==> src/rtl/serial_subtractor.sv <==
// Bit-serial two's-complement subtractor: diff = a - b - bi, one bit per clock, LSB first.
// A single borrow flip-flop ripples between bit slices; done pulses for one cycle per result.
module serial_subtractor #(
  parameter int SIZE = 8
) (
  input  logic            clk,
  input  logic            rst_n,
  input  logic            start,
  input  logic [SIZE-1:0] a,
  input  logic [SIZE-1:0] b,
  input  logic            bi,
  output logic            busy,
  output logic            done,
  output logic [SIZE-1:0] diff,
  output logic            bo
);

  localparam int CW = (SIZE > 1) ? $clog2(SIZE) : 1;

  typedef enum logic [1:0] {
    IDLE  = 2'd0,
    SHIFT = 2'd1,
    DONE  = 2'd2
  } state_t;

  state_t          r_state;
  logic [SIZE-1:0] r_a;
  logic [SIZE-1:0] r_b;
  logic [SIZE-1:0] r_res;
  logic            r_brw;
  logic [CW-1:0]   r_cnt;

  logic            w_a;
  logic            w_b;
  logic            w_d;
  logic            w_brw_next;
  logic [SIZE-1:0] w_res_next;
  logic            w_last;

  // Operand registers shift right, so bit cnt of the original operand is always at bit 0.
  assign w_a        = r_a[0];
  assign w_b        = r_b[0];
  assign w_d        = w_a ^ w_b ^ r_brw;
  assign w_brw_next = (~w_a & w_b) | (~(w_a ^ w_b) & r_brw);
  assign w_res_next = {w_d, r_res[SIZE-1:1]};
  assign w_last     = (r_cnt == CW'(SIZE - 1));

  always_ff @(posedge clk or negedge rst_n) begin
    if (!rst_n) begin
      r_state <= IDLE;
      r_a     <= '0;
      r_b     <= '0;
      r_res   <= '0;
      r_brw   <= 1'b0;
      r_cnt   <= '0;
      busy    <= 1'b0;
      done    <= 1'b0;
      diff    <= '0;
      bo      <= 1'b0;
    end else begin
      case (r_state)
        IDLE: begin
          done <= 1'b0;
          if (start) begin
            r_a     <= a;
            r_b     <= b;
            r_brw   <= bi;
            r_cnt   <= '0;
            busy    <= 1'b1;
            r_state <= SHIFT;
          end
        end
        SHIFT: begin
          r_a   <= r_a >> 1;
          r_b   <= r_b >> 1;
          r_brw <= w_brw_next;
          r_res <= w_res_next;
          r_cnt <= r_cnt + CW'(1);
          if (w_last) begin
            diff    <= w_res_next;
            bo      <= w_brw_next;
            done    <= 1'b1;
            r_state <= DONE;
          end
        end
        DONE: begin
          done    <= 1'b0;
          busy    <= 1'b0;
          r_state <= IDLE;
        end
        default: begin
          done    <= 1'b0;
          busy    <= 1'b0;
          r_state <= IDLE;
        end
      endcase
    end
  end

endmodule

==> config.mk <==
export PLATFORM = sky130hd
export DESIGN_NAME = serial_subtractor
export DESIGN_NICKNAME = d
export VERILOG_FILES = /design/src/rtl/serial_subtractor.sv
export SDC_FILE = /design/constraint.sdc
export NUM_CORES = 1
export LEC_CHECK = 0
export ABC_AREA = 1
export CAP_MARGIN = 40
export CORE_MARGIN = 2
export CORE_UTILIZATION = 30
export CTS_BUF_LIST = sky130_fd_sc_hd__clkbuf_8
export DETAILED_ROUTE_END_ITERATION = 8
export PLACE_DENSITY = 0.6
export SLEW_MARGIN = 40
export SYNTH_ARGS = -nofsm -noshare
export SYNTH_HDL_FRONTEND = slang
export SYNTH_SLANG_ARGS = --single-unit
==> constraint.sdc <==
create_clock -name clk -period 1.25 [get_ports clk]
set_input_delay 0.25 -clock clk [delete_from_list [all_inputs] [get_ports clk]]
set_output_delay 0.25 -clock clk [all_outputs]
set_load 0.1 [all_outputs]
Word level (Yosys, flattened, before mapping). Index checks and enable logic that the tools add are counted.

Word-level logic and storage cells: 44. Flip-flop bits (word level): 41. Input port bits: 20.

Equal/unequal tests: 4. Reductions and logical operators: 6. Bitwise gates (word level): 8. Muxes and demuxes: 15. Add/sub/neg operators: 1.

Operators by type and width (number): $pmux 8 s2 (2); $mux 8 (2); $reduce_and 2->1 (4); $pmux 3 s2 (1); $mux 1 (4); $mux 2 (2); $ne 2x2->1 const B (2); $pmux 1 s2 (2); $pmux 2 s2 (1); $add 3x1->3 const B (1); $eq 3x3->1 const B (1); $mux 3 (1); $not 1->1 (3); $and 1x1->1 (2); $eq 2x1->1 const B (1); $logic_not 2->1 (1); $reduce_bool 2->1 (1); $xor 1x1->1 (2); $or 1x1->1 (1).

Longest topological paths before layout.
Depth after elaboration: 5. Mapped depth: 7. Depth with buffers taken out: 6.

Worst setup path before layout. OpenSTA, ideal clock, no wires.

Path type: reg2reg. Start point: reg r_cnt[0]. End point: reg diff[1]. Arrival time: 1.252 ns. Path buffers: 1. Period minus slack after synthesis: 1.326 ns. Required time: 1.176 ns. Setup time: 0.074 ns. Cell stages (with the launch flop): 7. Slack: -0.076 ns. Cells stage by stage: dfrtp_1 -> ha_1 -> ha_1 -> nand2_4 -> buf_6 -> nand2_1 -> o21ai_2.

Word-level cells in the longest chain between the ends: 2.

Ends and longest elaborated chain: start, declared (RTL line 31) `logic [CW-1:0] r_cnt;`; start signal, assigned (RTL line 78) `r_cnt <= r_cnt + CW'(1);`; $eq 3x3->1 (RTL line 46) `assign w_last = (r_cnt == CW'(SIZE - 1));`; $reduce_and 2->1 (no source line); end signal, assigned (RTL line 80) `diff <= w_res_next;`; end, declared (RTL line 14) `output logic [SIZE-1:0] diff,`.

Every way passes these cells. A chain may end at the register's enable or synchronous reset.

Worst setup path after layout.
Start point: reg r_a[0]. End point: reg diff[7].

Word-level cells in the longest chain between the ends: 2.

Ends and longest elaborated chain: start, declared (RTL line 27) `logic [SIZE-1:0] r_a;`; start signal, assigned (RTL line 74) `r_a <= r_a >> 1;`; $xor 1x1->1 (2 in a row) (RTL line 43) `assign w_d = w_a ^ w_b ^ r_brw;`; via w_d (RTL line 35) `logic w_d;`.

The timed path passes the listed nets, and every way through them passes these cells.

==> impl_metrics.csv <==
group,metric,value,unit
sta,tns,0,ps
sta,fmax,814.0,MHz
worst_setup_path,cp_data_arrival_time,1470,ps
sta,finClkSkew,10.44,ps
placed_design,place.gp.congestion,0.7399,
clock_tree,clock_latency,300,ps
logic_synthesis,synth_compound_area_share,6.702,%
sta,post-route-period-util,98.28,%
die,io_pins,31,
worst_setup_path,required,1490,ps
logic_synthesis,async_reset_ff_share,100.0,%
pwr,pwr-share-comb,58.8,%
drt,vias_per_cell,4.209,
sta,hold_viol,0,
placed_design,pre_cts_slack,-87.54,ps
pwr,swShare,47.54,%
die,initial_core_util,31.26,%
worst_setup_path,cp-start-kind,"flop",
worst_setup_path,crit_fanout,2,
placed_design,port_buffers,30,
die,die_h,88.60,um
global_routing,track_usage,11.86,%
sta,slew_headroom,77.78,%
pwr,p_switching,3.777,mW
worst_setup_path,worst-path-buf-inv,1,
pwr,p_clk_share,11.1,%
clock_tree,tritoncts,"done",
placed_design,place_inst,359,
clock_tree,cts-root-buf,"clkbuf_8",
logic_synthesis,synth_nets,250,
drt,drt_wl_total,4180,um
logic_synthesis,synth.area.mux_share,0,%
worst_setup_path,path_cells,"fa_2, inv_2, o21ai_2",
logic_synthesis,ys_seq_elements,40,
pwr,leakagePower,1.409,nW
job,maxCapViolations,0,
logic_synthesis,netlist_area,2147,um2
logic_synthesis,synth.distinct_cells,22,
global_routing,grt.overflow.total,0,
drt,antenna_left,0,
logic_synthesis,synth_top_family_by_area,"simple AND/OR/NAND/NOR gates",
cells_and_area,final_cells,374,
pwr,ir_worst_vdd,0.001406,V
drt,remaining_drc_errors,0,
pwr,p_per_area,2765,nW/um2
cells_and_area,area_growth,33.80,%
sta,setup_ws,21.51,ps
sta,rsz0062_at_grt,"false",
clock_tree,cts_max_level,2,
cells_and_area,nets,300,
sta,period_needed,1228,ps
global_routing,grt_pass1_wl,7196,um
cells_and_area,antenna_cells,0,
worst_setup_path,crit_start,"r_a[0]",
logic_synthesis,synthXorXnorAreaFrac,0,%
drt,drtPass1Iterations,4,
sta,tightest_slew,333.3,ps
clock_tree,path_clk_slew,90,ps
status,outcome,"complete, no violations",
logic_synthesis,synthAdderAreaFrac,2.098,%
worst_setup_path,path_class,"flop to flop",
worst_setup_path,r2r_start,"r_a[0]",
pwr,power_frac_seq,30.1,%
placed_design,dp_hpwl,2975,um
clock_tree,cts_made_buffers,5,
drt,wl_per_cell,11.18,um
logic_synthesis,synth-simple-area-share,31.35,%
clock_tree,cts_buffer_depth,2,
clock_tree,cts_sinks,40,
logic_synthesis,yosysSeqAreaShare,46.62,%
die,dieArea,7850,um2
worst_setup_path,path_delay_family,"adder cells",
pwr,p_int,4.167,mW
global_routing,grt_pass1_vias,1592,
drt,vias,1574,
cells_and_area,fin_util,41.82,%
cells_and_area,drive_above_1_share,33.09,%
logic_synthesis,netlist_instances,227,
sta,setup_violations,0,
die,die_w,88.60,um
worst_setup_path,cp-end-kind,"flop",
worst_setup_path,critical-path-slowest-cell,"fa_2",
logic_synthesis,ys_dominant_reg_cell,"dfrtp_1",
sta,final_max_slew_viol_count,0,
logic_synthesis,synth_edf_count,0,
sta,fin_hold_ws,381.8,ps
logic_synthesis,syn_avg_cell_area,9.458,um2
global_routing,grt_max_degree,30,
logic_synthesis,ys.warnings.count,0,
worst_hold_path,hold_class,"input port to async pin",
global_routing,antenna_found_initial,0,
worst_setup_path,max_stage_delay,590,ps
die,core_area,6869,um2
die,std_cell_rows,30,
drt,drt_iter0_drc,81,
synthesized netlist by cell type, types with 2 or more instances:
library cell / number / area (um2)
nand2_1: 56 / 210.2
o21ai_2: 10 / 87.58
o21ai_0: 6 / 30.03
nand3_2: 26 / 260.3
ha_1: 2 / 25.02
dfrtp_1: 40 / 1001
inv_1: 39 / 146.4
buf_6: 3 / 33.78
nand2_8: 3 / 60.06
buf_4: 2 / 15.01
buf_2: 3 / 15.01
nor2_1: 4 / 15.01
nand3_1: 21 / 105.1
o21ai_1: 2 / 10.01
buf_12: 3 / 60.06
worst register-to-register path: stages (launching register included):
cell and delay [ps]:
dfrtp_1 420, fa_2 590, inv_2 50, o21ai_2 110
what timing repair did:
action / 4_1_cts / 5_1_grt
resized for setup: 0 / 4
endpoints found under the hold margin: 11 / 0
hold buffers: 1 / 0
endpoints found under the setup margin: 0 / 17
setup buffers: 0 / 6
sequential cells by signal (all words and copies together), names as in the netlist, 2 cells and up:
name,flops
diff,8
r_state,2
r_cnt,3
r_b,8
r_a,8
r_res,7
through the flow:
stage                     total power, mW  instance area, um2
final                               7.944                2873
after global routing                8.512                2873
after CTS                           7.834                2819
after detailed placement            6.930                2716
after global placement              6.852                2716
after floorplan                     5.708                2166
area by class of cell:
cell class | count | area [um2]
Tap cell | 96 | 120.1
Multi-Input combinational cell | 134 | 882.1
Timing Repair Buffer | 54 | 616.8
Inverter | 42 | 160.2
Clock inverter | 3 | 23.77
Clock buffer | 5 | 68.82
Fill cell | 708 | 3996
Sequential cell | 40 | 1001
power groups by stage:
stage               combinational (mW)  sequential [mW]  clock (mW)
floorplan                         2.35             3.36           0
global placement                  4.45             2.41           0
detailed placement                4.51             2.41           0
CTS                               4.53             2.40       0.911
global route                      5.08             2.47       0.962
finish                            4.67             2.39       0.884
worst paths after layout:
check,endpoint,slack (ps),cells after the start
max in group asynchronous,r_a[2],410,3
min in group clk,diff[0],480,2
hold / removal,r_b[3],380,2
setup / recovery,diff[7],20,3
hold reg to reg,diff[0],480,2
setup reg to reg,diff[7],20,3
layout by cell type (no fill, tap or decap), types with 5 or more instances in the layout:
cell type / Yosys / routed
clkbuf_8: 0 / 5
buf_4: 2 / 20
nand3_2: 26 / 26
nand3_1: 21 / 21
o21ai_0: 6 / 6
clkdlybuf4s50_1: 0 / 18
inv_1: 39 / 38
buf_12: 3 / 13
nand2_1: 56 / 56
dfrtp_1: 40 / 40
o21ai_2: 10 / 10
layer usage:
metal  share of wire, %  track usage (%)
met1                 47            15.25
met2                 48            19.48
met3                3.2            2.985
met4                1.4            4.132
met5                  0                0
logic make-up (layout without fill, tap and decap cells):
kind of cell	after synthesis	after routing
compound gates	19	19
fa+ha+maj	3	3
buf+inv	53	104
flops	40	40
simple gates	112	112
Power figures use the tool's default switching activity.
